### src/rtl/fault_dict_sequencer.sv
// ============================================================================
// Module   : fault_dict_sequencer
// Purpose  : Emulation-side fault-dictionary generator: injects each collapsed
//            fault, replays all patterns on good/faulty CUTs, emits syndromes.
// Revision : 1.0 - initial release
// ============================================================================
`default_nettype none

module fault_dict_sequencer #(
    parameter int OUT_W  = 64,
    parameter int N_PAT  = 129,
    parameter int N_FLT  = 1798,
    parameter int PAT_AW = 8,
    parameter int FLT_AW = 11,
    parameter int SETTLE = 2
) (
    input  logic              clk_i,
    input  logic              rst_ni,
    input  logic              start_i,
    output logic              busy_o,
    output logic              done_o,
    output logic              inj_active_o,
    output logic [FLT_AW-1:0] inj_idx_o,
    input  logic              inj_ack_i,
    output logic [PAT_AW-1:0] pat_addr_o,
    output logic              pat_load_o,
    input  logic [OUT_W-1:0]  good_out_i,
    input  logic [OUT_W-1:0]  faulty_out_i,
    output logic              dict_valid_o,
    input  logic              dict_ready_i,
    output logic [FLT_AW-1:0] dict_idx_o,
    output logic [N_PAT-1:0]  dict_syndrome_o,
    output logic [FLT_AW:0]   det_cnt_o
);

    localparam int CNT_W = (SETTLE > 1) ? $clog2(SETTLE) : 1;

    localparam logic [PAT_AW-1:0] LAST_PAT = PAT_AW'(N_PAT - 1);
    localparam logic [FLT_AW-1:0] LAST_FLT = FLT_AW'(N_FLT - 1);

    typedef enum logic [2:0] {
        S_IDLE    = 3'd0,
        S_INJECT  = 3'd1,
        S_PAT_RD  = 3'd2,
        S_SETTLE  = 3'd3,
        S_COMPARE = 3'd4,
        S_DICT_WR = 3'd5,
        S_REMOVE  = 3'd6,
        S_DONE    = 3'd7
    } state_t;

    state_t             state_q;
    logic [FLT_AW-1:0]  flt_idx_q;
    logic [PAT_AW-1:0]  pat_idx_q;
    logic [CNT_W-1:0]   settle_cnt_q;
    logic [N_PAT-1:0]   syndrome_q;
    logic [N_PAT-1:0]   syndrome_d;
    logic               inj_active_q;
    logic [FLT_AW-1:0]  inj_idx_q;
    logic [PAT_AW-1:0]  pat_addr_q;
    logic               pat_load_q;
    logic               dict_valid_q;
    logic [FLT_AW-1:0]  dict_idx_q;
    logic [N_PAT-1:0]   dict_syn_q;
    logic [FLT_AW:0]    det_cnt_q;

    // Syndrome with the current pattern's detection bit folded in.
    always_comb begin
        syndrome_d            = syndrome_q;
        syndrome_d[pat_idx_q] = (good_out_i != faulty_out_i);
    end

    always_ff @(posedge clk_i) begin
        if (!rst_ni) begin
            state_q      <= S_IDLE;
            flt_idx_q    <= '0;
            pat_idx_q    <= '0;
            settle_cnt_q <= '0;
            syndrome_q   <= '0;
            inj_active_q <= 1'b0;
            inj_idx_q    <= '0;
            pat_addr_q   <= '0;
            pat_load_q   <= 1'b0;
            dict_valid_q <= 1'b0;
            dict_idx_q   <= '0;
            dict_syn_q   <= '0;
            det_cnt_q    <= '0;
        end else begin
            case (state_q)
                S_IDLE, S_DONE: begin
                    if (start_i) begin
                        flt_idx_q    <= '0;
                        det_cnt_q    <= '0;
                        inj_active_q <= 1'b1;
                        inj_idx_q    <= '0;
                        pat_idx_q    <= '0;
                        syndrome_q   <= '0;
                        state_q      <= S_INJECT;
                    end
                end
                S_INJECT: begin
                    if (inj_ack_i) begin
                        pat_addr_q <= pat_idx_q;
                        pat_load_q <= 1'b1;
                        state_q    <= S_PAT_RD;
                    end
                end
                S_PAT_RD: begin
                    pat_load_q   <= 1'b0;
                    settle_cnt_q <= CNT_W'(SETTLE - 1);
                    state_q      <= S_SETTLE;
                end
                S_SETTLE: begin
                    if (settle_cnt_q == '0) begin
                        state_q <= S_COMPARE;
                    end else begin
                        settle_cnt_q <= settle_cnt_q - 1'b1;
                    end
                end
                S_COMPARE: begin
                    syndrome_q <= syndrome_d;
                    if (pat_idx_q == LAST_PAT) begin
                        dict_valid_q <= 1'b1;
                        dict_idx_q   <= flt_idx_q;
                        dict_syn_q   <= syndrome_d;
                        state_q      <= S_DICT_WR;
                    end else begin
                        pat_idx_q  <= pat_idx_q + 1'b1;
                        pat_addr_q <= pat_idx_q + 1'b1;
                        pat_load_q <= 1'b1;
                        state_q    <= S_PAT_RD;
                    end
                end
                S_DICT_WR: begin
                    // Fault remains injected until the record has been accepted.
                    if (dict_ready_i) begin
                        dict_valid_q <= 1'b0;
                        inj_active_q <= 1'b0;
                        if (syndrome_q != '0) begin
                            det_cnt_q <= det_cnt_q + 1'b1;
                        end
                        state_q <= S_REMOVE;
                    end
                end
                S_REMOVE: begin
                    if (!inj_ack_i) begin
                        if (flt_idx_q == LAST_FLT) begin
                            state_q <= S_DONE;
                        end else begin
                            flt_idx_q    <= flt_idx_q + 1'b1;
                            inj_idx_q    <= flt_idx_q + 1'b1;
                            inj_active_q <= 1'b1;
                            pat_idx_q    <= '0;
                            syndrome_q   <= '0;
                            state_q      <= S_INJECT;
                        end
                    end
                end
                default: state_q <= S_IDLE;
            endcase
        end
    end

    assign busy_o          = (state_q != S_IDLE) && (state_q != S_DONE);
    assign done_o          = (state_q == S_DONE);
    assign inj_active_o    = inj_active_q;
    assign inj_idx_o       = inj_idx_q;
    assign pat_addr_o      = pat_addr_q;
    assign pat_load_o      = pat_load_q;
    assign dict_valid_o    = dict_valid_q;
    assign dict_idx_o      = dict_idx_q;
    assign dict_syndrome_o = dict_syn_q;
    assign det_cnt_o       = det_cnt_q;

endmodule

`default_nettype wire
### config.mk
export PLATFORM = sky130hd
export DESIGN_NAME = fault_dict_sequencer
export DESIGN_NICKNAME = d
export VERILOG_FILES = /design/src/rtl/fault_dict_sequencer.sv
export SDC_FILE = /design/constraint.sdc
export NUM_CORES = 1
export LEC_CHECK = 0
export ABC_AREA = 0
export BUFFER_PORTS_ARGS = -buffer_cell sky130_fd_sc_hd__buf_2
export CAP_MARGIN = 20
export CORE_MARGIN = 1.5
export CORE_UTILIZATION = 60
export DETAILED_ROUTE_END_ITERATION = 10
export GPL_TIMING_DRIVEN = 0
export PLACE_DENSITY = 0.94
export SLEW_MARGIN = 20
export SYNTH_ARGS = -nofsm -noshare
export SYNTH_HDL_FRONTEND = slang
export SYNTH_SLANG_ARGS = --single-unit
export TNS_END_PERCENT = 20
### constraint.sdc
create_clock -name clk_i -period 5.2 [get_ports clk_i]
set_input_delay 0.26 -clock clk_i [delete_from_list [all_inputs] [get_ports clk_i]]
set_output_delay 0.26 -clock clk_i [all_outputs]
set_load 0.005 [all_outputs]
# Word-level counts from Yosys, hierarchy flattened
# Index checks and enable logic that the tools add are counted.
# Widths: inputs -> output; s select.
# word_totals
register_bits	315
elab_cells	104
# classes
n_addsub	4
n_lt_le_gt_ge	2
eq_ne	20
n_mux	42
n_reduce_logical	24
# op_table
op	n
$mux 129	3
$pmux 129 s3	1
$bwmux 129	1
$reduce_bool 129->1	1
$ne 64x64->1	1
$mux 8	5
$mux 12	3
$mux 11	3
$pmux 12 s2	1
$pmux 8 s3	1
$pmux 11 s2	1
$mux 3	7
$pmux 3 s7	1
$ne 2x2->1 const B	9
$pmux 8 s2	1
$reduce_and 5->1	3
$add 12x1->12 const B	1
$eq 3x3->1 const B	4
$reduce_and 4->1	3
$reduce_bool 3->1	4
$add 11x1->11 const B	1
$eq 11x11->1 const B	1
$reduce_bool 2->1	5
$lt 8x9->1 const B	1
16 further kinds	30

# Depth between registers and ports, before layout
# depth
depth_word	6
mapped_depth	11
ltp_nobuf	8

# Least setup slack after synthesis
# No wires, ideal clock.
# synth_path
path_type	register to register
from	register pat_idx_q[0]
to	register dict_syn_q[115] (netlist: dict_syndrome_o[115])
setup_time_ns	0.122
t_arrival_ns	2.225
required_ns	5.078
setup_slack_ns	2.854
stages_incl_launch_ff	11
n_path_buf	3
synth_period_minus_slack_ns	2.346
cell_sequence	dfxtp_1 -> inv_1 -> ha_1 -> or3b_1 -> buf_2 -> nor4b_4 -> nand2_1 -> buf_2 -> buf_2 -> nor3_1 -> nor3b_2
# synth_via
elab_chain_len	5
elab_cells_between_ends	8
cone_classes	order compare (2); eq/ne (1); mux (3); reduce/logical (2)
# synth_lines
item	line	text
start: declaration	54	logic [PAT_AW-1:0] pat_idx_q;
start signal: assignment	128	pat_idx_q <= pat_idx_q + 1'b1;
$lt 8x9->1 (implied by the code) / $ge 8x1->1 (equally long branches)	70	syndrome_d[pat_idx_q] = (good_out_i != faulty_out_i);
$logic_and 1x1->1 (implied by the code)	70	
$mux 1 (implied by the code)	70	
$demux 1 s8	70	
$bwmux 129	70	
end signal: assignment	125	dict_syn_q <= syndrome_d;
end: declaration	64	logic [N_PAT-1:0] dict_syn_q;
# Several ways; a longest one is shown, not always the timed one.
# A chain may end at the register's enable or synchronous reset.

# Final worst setup path
# layout_path
from	register syndrome_q[94]
to	register det_cnt_q[5] (netlist: det_cnt_o[5])
# layout_via
elab_chain_len	3
# layout_lines
item	line	text
start: declaration	56	logic [N_PAT-1:0] syndrome_q;
start signal: assignment	121	syndrome_q <= syndrome_d;
$reduce_bool 129->1	139	if (syndrome_q != '0) begin
$ne 2x2->1 (no line)	-	
$reduce_and 4->1 (no line)	-	
end signal: assignment	140	det_cnt_q <= det_cnt_q + 1'b1;
end: declaration	65	logic [FLT_AW:0] det_cnt_q;
# Every way passes these cells.

==> impl_metrics.tcl <==
set metrics [dict create \
    grt_pass1_vias 15478 \
    netlist_area_sq_um 15000 \
    endpoint "det_cnt_o[5]$_SDFFE_PN0P_" \
    finalPower_mw 5.35 \
    pre_cts_ws_ps 1720 \
    finalClockSkew_ps 29.3 \
    cts.clk_slew.worst_paths_ps 70 \
    dieArea_sq_um 26000 \
    relSlewSlack_pct 15.1 \
    drt_wl_total_mm 54.7 \
    clock_latency_ps 590 \
    post-route-drc-count 0 \
    numCtsBuffers 31 \
    worst_slack_ps 1200 \
    synth_cell_types 61 \
    antenna_found_initial 2 \
    power_frac_seq_pct 46.0 \
    routedWlPerCell_um 21.4 \
    rows 57 \
    synth_nets 2010 \
    clock-sinks 315 \
    gp_congestion 0.993 \
    drive_above_1_share_pct 18.3 \
    cts_tree "built" \
    finalHoldViolations 0 \
    grt_overflow 0 \
    final_core_util_pct 73.6 \
    numPortBuffers 308 \
    dpl.cell_count 2501 \
    worstPathRequired_ps 5650 \
    grt_max_degree 16 \
    fp.dieH_um 161 \
    postSynthCellCount 1869 \
    cts_root_buf "clkbuf_16" \
    seq_area_frac_synth_pct 41.9 \
    initial_core_util_pct 61.5 \
    critPathKind "reg -> reg" \
    rsz0062_at_grt "no" \
    fin_nets 2351 \
    power.leakage_nw 6.73 \
    gr-usage-all-layers_pct 40.9 \
    min_period_over_period_pct 76.8 \
    layout.cells.non_filler 2558 \
    hold_buffers 0 \
    ir_drop_mv 0.213 \
    critical_path.startpoint_type "flop" \
    io_pins 309 \
    postSynth.asyncResetShare_pct 0 \
    drt_iter0_markers 2492 \
    die_x_um 161 \
    grt_pass1_wl_mm 84.1 \
    r2r_start "syndrome_q[94]$_SDFFE_PN0P_" \
    power.net_switching_mw 1.39 \
    area_delta_synth_final_pct 19.7 \
    maxClockFrequency_mhz 250 \
    first_pass_iters 6 \
    powerDensity_nw_per_um2 297 \
    vias_per_cell 6.47 \
    synth-edff-count 0 \
    avgSynthCellArea_sq_um 8.05 \
    combPwrFrac_pct 11.4 \
    critPathArrivalTime_ps 4450 \
    power.internal_mw 3.96 \
    hpwl_mm 38.9 \
    clock_path_buffers 3 \
    fillCellCount 1788 \
    synthFlopType "dfxtp_1" \
    num_vias 16543 \
    cp-end-kind "flop" \
    swShare_pct 26.1 \
    slew_viol_final 0 \
    min_period_ps 4000 \
    hp-class "in -> reg" \
    worstRegToRegCells 6 \
    setup_tns_ps 0 \
    core_area_sq_um 24500 \
    yosys_warnings 0 \
    r2r_slack_ps 1200 \
    cts_max_level 1 \
    status "complete, no violations" \
    clkPwrFrac_pct 42.6 \
    cts_resized 0 \
    ant_nets 0 \
    worst_pin_slew_ps 1270 \
    path_max_fanout 8 \
    cts_setup_buffers 0 \
    cp-startpoint "syndrome_q[94]$_SDFFE_PN0P_" \
    setup_violations 0 \
    drv_cap 0 \
    synth-seq-cells 315 \
    rr_endpoint "det_cnt_o[5]$_SDFFE_PN0P_" \
]
flip-flops by register name (all words and copies together) (netlist names):
name,flops
det_cnt_o,12
dict_idx_o,11
dict_syndrome_o,129
dict_valid_o,1
inj_active_o,1
inj_idx_o,11
pat_addr_o,8
pat_idx_q,8
pat_load_o,1
settle_cnt_q,1
state_q,3
syndrome_q,129
power by group through the flow:
stage | combinational (mW) | sequential, mW | clock, mW
final | 0.610 | 2.46 | 2.28
after global placement | 0.552 | 2.51 | 0
after detailed placement | 0.576 | 2.51 | 0
after CTS | 0.583 | 2.46 | 2.26
after floorplan | 0.364 | 2.50 | 0
after global routing | 0.651 | 2.46 | 2.37
layout by cell type, fill, tap and decap left out, drive strengths merged, types with 4 or more instances in the layout:
cell type  netlist  final
nand3           82     82
o21ai          164    164
nand2b           5      5
inv             13     14
nor2b           42     42
a31oi            8      8
o211ai           5      5
o211a            5      5
a211oi           4      4
nor2           279    279
clkinv           0      8
ha               8      8
and2             8      8
nand4           36     36
a22o            33     33
and3             6      6
dfxtp          315    315
clkbuf         108    151
nor3b          112    112
a21boi          99     99
a21oi           15     15
nor3           117    117
a32oi           33     33
nor4            51     51
buf             31    339
xnor2           77     77
nand2          168    168
cell usage after synthesis, types with 5 or more instances:
library cell	n	area [sq um]
o21ai_0	163	816
nand2b_1	5	31.3
nand3_1	82	410
nor3b_1	99	743
o211ai_1	5	37.5
nor3b_2	13	163
a32oi_1	33	289
and2_1	7	43.8
a21oi_1	15	75.1
inv_1	13	48.8
a31oi_1	8	50.1
nand2_1	168	631
buf_1	5	18.8
nor2_1	279	1050
xnor2_1	77	674
nor2b_1	42	263
o211a_1	5	50.1
clkbuf_1	107	402
a21boi_0	85	638
dfxtp_1	315	6310
and3_1	6	37.5
nand4_1	36	225
nor3_1	117	586
a21boi_1	14	105
buf_6	10	113
buf_2	16	80.1
ha_1	8	100
a22o_1	33	289
nor4_1	51	319
stage by stage:
step	hold WS, ps	instance area [sq um]
2_1_floorplan	431	15000
3_3_place_gp	439	17000
3_5_place_dp	451	17000
4_1_cts	57.6	18000
5_1_grt	76.7	18000
6_report	64.4	18000
per-layer routing:
metal	part of all wire, %	global-route usage [%]	vias to the layer above
met5	0.12	0	-
met4	6.3	23.0	6
met3	14	10.6	311
met2	42	61.2	1245
met1	37	53.5	7670
li1	-	-	7311
worst max-delay path: stages (launching register included):
cell,delay (ps)
dfxtp_1,330
nor4_1,840
nand4_1,420
nor4_1,1090
a31oi_1,560
nor3b_1,300
a311o_1,320
kinds of logic after synthesis:
| group | count (synthesis) | synth area share, % |
|---|---|---|
| AO/OA/AOI/OAI | 390 | 17.3 |
| XOR/XNOR | 78 | 4.54 |
| adder cells (fa/ha/maj) | 8 | 0.665 |
| buffers and inverters | 152 | 4.43 |
| flip-flops | 315 | 41.9 |
| multiplexers | 2 | 0.133 |
| AND/OR/NAND/NOR | 924 | 31.0 |
worst min path at each step:
stage / start / endpoint / slack (ps) / depth (start not counted)
after floorplan: dict_ready_i / det_cnt_o[1]$_SDFFE_PN0P_ / 430 / 2
after global placement: dict_idx_o[2]$_SDFFE_PN0P_ / dict_idx_o[2]$_SDFFE_PN0P_ / 440 / 2
after detailed placement: dict_idx_o[6]$_SDFFE_PN0P_ / dict_idx_o[6]$_SDFFE_PN0P_ / 450 / 2
after CTS: dict_ready_i / det_cnt_o[1]$_SDFFE_PN0P_ / 60 / 3
after global routing: dict_ready_i / det_cnt_o[1]$_SDFFE_PN0P_ / 80 / 3
final: dict_ready_i / det_cnt_o[1]$_SDFFE_PN0P_ / 60 / 3
area by class of cell:
cell class | count | area, sq um | share of cell area [%]
multi-input combinational | 1402 | 8070 | 44.8
tap | 324 | 405 | 2.25
clock inverter | 13 | 128 | 0.709
buffer | 139 | 618 | 3.43
sequential | 315 | 6310 | 35.0
inverter | 13 | 48.8 | 0.271
timing repair buffer | 308 | 1540 | 8.56
clock buffer | 43 | 891 | 4.95
antenna | 1 | 2.50 | 0.0139
Power figures use the tool's default switching activity.
